## src/rtl/dfd_dbg_bus_capture.sv

```systemverilog
// Debug bus reader: qualifies debug bus samples and queues them as timestamped trace packets.
// Optional overflow marker entries are enabled by defining DFD_DBG_CAP_OVF_MARKER_EN.
module dfd_dbg_bus_capture #(
  parameter int DEBUG_BUS_WIDTH = 64,
  parameter int FIFO_DEPTH      = 4,
  parameter int COARSE_TS_WIDTH = 16
) (
  input  logic                         clk,
  input  logic                         reset_n,
  input  logic [DEBUG_BUS_WIDTH-1:0]   debug_bus,
  input  logic                         debug_bus_vld,
  input  logic                         Time_Tick,
  input  logic                         CapEn,
  input  logic                         CapChangeOnly,
  input  logic [DEBUG_BUS_WIDTH-1:0]   CapMask,
  output logic                         pkt_vld,
  input  logic                         pkt_rdy,
  output logic [DEBUG_BUS_WIDTH-1:0]   pkt_data,
  output logic [COARSE_TS_WIDTH+7:0]   pkt_tstamp,
  output logic                         pkt_marker,
  output logic [15:0]                  drop_cnt,
  output logic [1:0]                   cap_state
);

  localparam int AW  = $clog2(FIFO_DEPTH);
  localparam int TSW = COARSE_TS_WIDTH + 8;
  localparam logic [AW:0] PTR_ONE = {{AW{1'b0}}, 1'b1};

  typedef enum logic [1:0] {
    ST_IDLE    = 2'd0,
    ST_CAPTURE = 2'd1,
    ST_DRAIN   = 2'd2
  } state_t;

  function automatic logic masked_change(input logic [DEBUG_BUS_WIDTH-1:0] cur,
                                         input logic [DEBUG_BUS_WIDTH-1:0] prev,
                                         input logic [DEBUG_BUS_WIDTH-1:0] mask);
    return |((cur ^ prev) & mask);
  endfunction

  state_t                       state_r, state_nxt_s;
  logic [7:0]                   fine_r, fine_s;
  logic [COARSE_TS_WIDTH-1:0]   coarse_r, coarse_s;
  logic [DEBUG_BUS_WIDTH-1:0]   last_r;
  logic                         first_sample_r;
  logic [15:0]                  drop_cnt_r;
  logic [DEBUG_BUS_WIDTH-1:0]   mem_data_r [FIFO_DEPTH];
  logic [TSW-1:0]               mem_ts_r   [FIFO_DEPTH];
  logic [AW:0]                  wr_ptr_r, rd_ptr_r;
  logic                         empty_s, full_s, pop_s, push_s, push_hit_s, mk_push_s;
  logic                         hit_s, drop_s, capture_s, arm_s, drain_done_s;
  logic [DEBUG_BUS_WIDTH-1:0]   wr_data_s;
`ifdef DFD_DBG_CAP_OVF_MARKER_EN
  logic                         drop_pending_r;
  logic                         mem_mk_r [FIFO_DEPTH];
`endif

  // Current-cycle timestamp: a tick forces fine to 0 and bumps coarse in the same cycle.
  always_comb begin
    if (Time_Tick) begin
      fine_s   = 8'h00;
      coarse_s = coarse_r + {{(COARSE_TS_WIDTH-1){1'b0}}, 1'b1};
    end else begin
      fine_s   = fine_r + 8'h01;
      coarse_s = coarse_r;
    end
  end

  // Timestamp counters run in every state.
  always_ff @(posedge clk) begin
    if (!reset_n) begin
      fine_r   <= 8'h00;
      coarse_r <= {COARSE_TS_WIDTH{1'b0}};
    end else begin
      fine_r   <= fine_s;
      coarse_r <= coarse_s;
    end
  end

  // FSM state register.
  always_ff @(posedge clk) begin
    if (!reset_n) begin
      state_r <= ST_IDLE;
    end else begin
      state_r <= state_nxt_s;
    end
  end

  // FSM next-state logic.
  always_comb begin
    state_nxt_s = state_r;
    case (state_r)
      ST_IDLE: begin
        if (CapEn) state_nxt_s = ST_CAPTURE;
        else       state_nxt_s = ST_IDLE;
      end
      ST_CAPTURE: begin
        if (!CapEn) state_nxt_s = ST_DRAIN;
        else        state_nxt_s = ST_CAPTURE;
      end
      ST_DRAIN: begin
        if (drain_done_s) state_nxt_s = ST_IDLE;
        else              state_nxt_s = ST_DRAIN;
      end
      default: state_nxt_s = ST_IDLE;
    endcase
  end

  // FSM decoded outputs.
  always_comb begin
    capture_s = 1'b0;
    arm_s     = 1'b0;
    case (state_r)
      ST_IDLE:    arm_s     = CapEn;
      ST_CAPTURE: capture_s = 1'b1;
      ST_DRAIN:   capture_s = 1'b0;
      default:    capture_s = 1'b0;
    endcase
  end

  assign cap_state = state_r;

  // Sample qualification, FIFO handshake and push arbitration.
  always_comb begin
    empty_s    = (wr_ptr_r == rd_ptr_r);
    full_s     = (wr_ptr_r[AW] != rd_ptr_r[AW]) && (wr_ptr_r[AW-1:0] == rd_ptr_r[AW-1:0]);
    pop_s      = !empty_s && pkt_rdy;
    hit_s      = capture_s && debug_bus_vld &&
                 (!CapChangeOnly || first_sample_r || masked_change(debug_bus, last_r, CapMask));
    push_hit_s = hit_s && (!full_s || pop_s);
    drop_s     = hit_s && full_s && !pop_s;
`ifdef DFD_DBG_CAP_OVF_MARKER_EN
    mk_push_s    = drop_pending_r && !full_s && !hit_s;
    drain_done_s = empty_s && !drop_pending_r;
`else
    mk_push_s    = 1'b0;
    drain_done_s = empty_s;
`endif
    push_s = push_hit_s || mk_push_s;
    if (push_hit_s) begin
      wr_data_s = debug_bus;
    end else begin
      // Marker payload carries the drop count seen when the marker is written.
      wr_data_s = {{(DEBUG_BUS_WIDTH-16){1'b0}}, drop_cnt_r};
    end
  end

  // Change-detect history, first-sample flag and drop accounting.
  always_ff @(posedge clk) begin
    if (!reset_n) begin
      last_r         <= {DEBUG_BUS_WIDTH{1'b0}};
      first_sample_r <= 1'b0;
      drop_cnt_r     <= 16'h0000;
`ifdef DFD_DBG_CAP_OVF_MARKER_EN
      drop_pending_r <= 1'b0;
`endif
    end else begin
      if (capture_s && debug_bus_vld) begin
        last_r <= debug_bus;
      end
      if (arm_s) begin
        first_sample_r <= 1'b1;
      end else if (capture_s && debug_bus_vld) begin
        first_sample_r <= 1'b0;
      end
      if (arm_s) begin
        drop_cnt_r <= 16'h0000;
      end else if (drop_s && (drop_cnt_r != 16'hFFFF)) begin
        drop_cnt_r <= drop_cnt_r + 16'h0001;
      end
`ifdef DFD_DBG_CAP_OVF_MARKER_EN
      if (drop_s) begin
        drop_pending_r <= 1'b1;
      end else if (mk_push_s) begin
        drop_pending_r <= 1'b0;
      end
`endif
    end
  end

  assign drop_cnt = drop_cnt_r;

  // Packet FIFO storage and pointers; reset discards all queued entries.
  always_ff @(posedge clk) begin
    if (!reset_n) begin
      wr_ptr_r <= {(AW+1){1'b0}};
      rd_ptr_r <= {(AW+1){1'b0}};
      for (int i = 0; i < FIFO_DEPTH; i++) begin
        mem_data_r[i] <= {DEBUG_BUS_WIDTH{1'b0}};
        mem_ts_r[i]   <= {TSW{1'b0}};
`ifdef DFD_DBG_CAP_OVF_MARKER_EN
        mem_mk_r[i]   <= 1'b0;
`endif
      end
    end else begin
      if (push_s) begin
        mem_data_r[wr_ptr_r[AW-1:0]] <= wr_data_s;
        mem_ts_r[wr_ptr_r[AW-1:0]]   <= {coarse_s, fine_s};
`ifdef DFD_DBG_CAP_OVF_MARKER_EN
        mem_mk_r[wr_ptr_r[AW-1:0]]   <= !push_hit_s;
`endif
        wr_ptr_r <= wr_ptr_r + PTR_ONE;
      end
      if (pop_s) begin
        rd_ptr_r <= rd_ptr_r + PTR_ONE;
      end
    end
  end

  // Head-of-FIFO packet outputs, held while the downstream stalls.
  always_comb begin
    pkt_vld    = !empty_s;
    pkt_data   = mem_data_r[rd_ptr_r[AW-1:0]];
    pkt_tstamp = mem_ts_r[rd_ptr_r[AW-1:0]];
`ifdef DFD_DBG_CAP_OVF_MARKER_EN
    pkt_marker = mem_mk_r[rd_ptr_r[AW-1:0]];
`else
    pkt_marker = 1'b0;
`endif
  end

endmodule

```

## config.mk

```make
export PLATFORM = sky130hd
export DESIGN_NAME = dfd_dbg_bus_capture
export DESIGN_NICKNAME = d
export VERILOG_FILES = /design/src/rtl/dfd_dbg_bus_capture.sv
export SDC_FILE = /design/constraint.sdc
export NUM_CORES = 1
export LEC_CHECK = 0
export BUFFER_PORTS_ARGS = -buffer_cell sky130_fd_sc_hd__buf_2
export CORE_ASPECT_RATIO = 0.6
export CORE_MARGIN = 2
export CORE_UTILIZATION = 53
export CTS_CLUSTER_SIZE = 14
export DETAILED_ROUTE_END_ITERATION = 10
export MAX_ROUTING_LAYER = met4
export PLACE_DENSITY_LB_ADDON = 0.3
export SLEW_MARGIN = 10
export SYNTH_ARGS = -nofsm -noshare
export SYNTH_HDL_FRONTEND = slang
export SYNTH_SLANG_ARGS = --single-unit
```

## constraint.sdc

```tcl
create_clock -name clk -period 9.9 [get_ports clk]
set_input_delay 1.485 -clock clk [delete_from_list [all_inputs] [get_ports clk]]
set_output_delay 1.485 -clock clk [all_outputs]
set_load 0.05 [all_outputs]
```

==> flow_summary.yaml <==
setup_path:
  cp.arrival_ps: 6010
  r2r_cells: 8
  crit_type: "in -> reg"
  r2r_setup_slack_ps: 4640
  worstPathRequired_ps: 10100
  rr_startpoint: "cap_state[1]$_SDFF_PN0_"
  regToRegEndpoint: "mem_data_r[0][20]$_SDFFCE_PN0P_"
  cp-start-kind: "input port"
  end_kind: "flop"
  path_max_fanout: 75
floorplanning:
  boundaryPins: 243
  coreArea_um2: 38060
  die-area_um2: 40620
  rows: 55
  die_w_um: 258.9
  start_util_pct: 54.28
  die_y_um: 156.9
clock_tree:
  clock_path_buffers: 3
  htree_levels: 2
  cts_resized: 0
  clk_pin_slew_worst_paths_ps: 60
  cts_tree: "yes"
  numCtsBuffers: 44
  post_cts_buffers: 0
  clock_sinks: 467
  clkLatencyLatePin_ps: 560
  postCtsHoldBufs: 0
  cts_root_buffer: "clkbuf_16"
worst_hold_path:
  holdCritPathClass: "reg -> reg"
  hold_end: "last_r[61]$_SDFFE_PN0P_"
  worst_hold_path.num_cells: 2
  hp-start: "last_r[61]$_SDFFE_PN0P_"
yosys:
  yosysWarnings: 0
  synth_edf_count: 352
  postSynthAreaPerCell_um2: 13.18
  synth.top_cell.area_share_pct: 51.17
  syn-num-nets: 1707
  async_flop_share_pct: 0
  yosysMostFrequentCell: "edfxtp_1"
  ys_top_cells_by_count: "edfxtp_1, nand2_1, and3_1, and2_1, dfxtp_1"
  synthFlopType: "edfxtp_1"
  synth_seq_area_share_pct: 62.32
  yosysTopAreaCell: "edfxtp_1"
  yosysUniqueCellTypes: 45
  netlist_instances: 1567
  synth_seq_cells: 467
  ys_top_cells_by_area: "edfxtp_1, dfxtp_1, mux4_2"
  netlist_area_um2: 20660
global_route:
  grt_pass1_wl_um: 81970
  grt-ovfl-total: 0
  antenna_found_initial: 5
  grt_pass1_vias: 13240
  grt_usage_pct: 27.91
  grt_max_degree: 103
sta:
  fmax_mhz: 172.2
  finalHoldViolCount: 0
  drv_slew: 0
  rsz0062_at_grt: "no"
  post-route-period-util_pct: 58.67
  finalSetupViolCount: 0
  relSlewSlack_pct: 27.24
  tns_ps: 0
  period_needed_ps: 5808
  finalClockSkew_ps: 18.05
  worst_pin_slew_ps: 1089
routing:
  wire_per_inst_um: 23.64
  routed_wl_um: 54810
  drc: 0
  viasPerCell: 5.942
  antenna_left: 0
  vias: 13770
  drt_iter0_markers: 1401
  dr.pass1.iters: 6
placement:
  place_hpwl_um: 33670
  post-place-cells: 2231
  port_buffers: 241
  gp_congestion: 0.8807
layout:
  layout.nets: 1904
  fin_cells: 2318
  syn_to_final_growth_pct: 14.40
  layout-drive-gt1-share_pct: 23.67
pwr:
  powerDensity_nw_per_um2: 183.1
  ir_drop_mv: 0.1648
  p_leak_nw: 9.527
job:
  cap_violations: 0
outcome:
  status: "complete, no violations"
sequential cells by signal, summed over array words and instances (netlist names), named ones only:
signal          cells
mem_data_r        256
mem_ts_r           96
last_r             64
coarse_r           16
drop_cnt           16
fine_r              8
rd_ptr_r            3
wr_ptr_r            3
cap_state           2
first_sample_r      1
layer usage:
metal  share of wire [%]  vias up  global-route usage [%]
li1                    -     6141                       -
met1                  43     6874                   39.76
met2                  46      647                   40.92
met3                 8.2      111                   4.509
met4                 3.3        0                   10.10
met5                   0        -                       -
cell type report:
class	count	area (um^2)
Fill cell	2893	14430
Antenna cell	5	12.51
Inverter	30	112.6
Tap cell	513	641.9
Sequential cell	467	12880
Clock inverter	16	105.1
Clock buffer	66	1235
Timing Repair Buffer	262	1366
Multi-Input combinational cell	959	7276
metrics by stage:
stage	setup slack, ps	cell area, um^2	power [W]	util, %	hold WS (ps)
after floorplan	320.1	20660	0.002585	-	455.3
after global placement	3678	22280	0.002744	58.54	464.4
after detailed placement	3568	22280	0.002752	58.54	472.9
after CTS	4139	23620	0.004346	62.06	481.0
after global routing	3805	23630	0.004447	62.09	499.2
final	4092	23630	0.004326	62.09	478.3
kinds of logic after synthesis:
logic type,count (synthesis),share of synthesized area [%]
adders and majority gates,5,0.3029
other,1,0.01815
buffers and inverters,141,2.708
AOI/OAI and AO/OA,128,4.579
xor gates and xnor gates,89,3.774
muxes,95,9.940
and+or+nand+nor,641,16.36
DFF,467,62.32
power breakdown:
part	leakage, nW	switching, W	internal, W
clock network	0.651	0.000727	0.000891
logic	4.33	0.000348	0.000153
registers	4.55	0.0000337	0.00217
total	9.53	0.00111	0.00322
critical path, stage by stage:
cell and delay, ps:
buf_2 110, and3_2 180, buf_4 650, and3_2 290, buf_4 570, nand3_1 920, nand2_4 1070, buf_4 560
placed cells by master (no fill, tap or decap), types with 66 or more instances in the layout:
cell type,n
a21boi_0,66
and2_1,138
and3_1,146
buf_2,240
dfxtp_1,112
edfxtp_1,352
mux4_2,88
nand2_1,161
nor2_1,66
xor2_1,78
how the worst max path moves through the flow:
stage                        from                         endpoint  slack, ps  cells after the start
floorplan           debug_bus[57]       mem_data_r[3][0]$_DFFE_PP_        320                      8
global placement    debug_bus_vld  mem_data_r[0][20]$_SDFFCE_PN0P_       3680                      8
detailed placement  debug_bus_vld  mem_data_r[0][20]$_SDFFCE_PN0P_       3570                      8
CTS                 debug_bus_vld  mem_data_r[0][20]$_SDFFCE_PN0P_       4140                      8
global route        debug_bus_vld  mem_data_r[0][34]$_SDFFCE_PN0P_       3800                      8
finish              debug_bus_vld  mem_data_r[0][20]$_SDFFCE_PN0P_       4090                      8
Note: power is estimated with default switching activity, not from simulation.
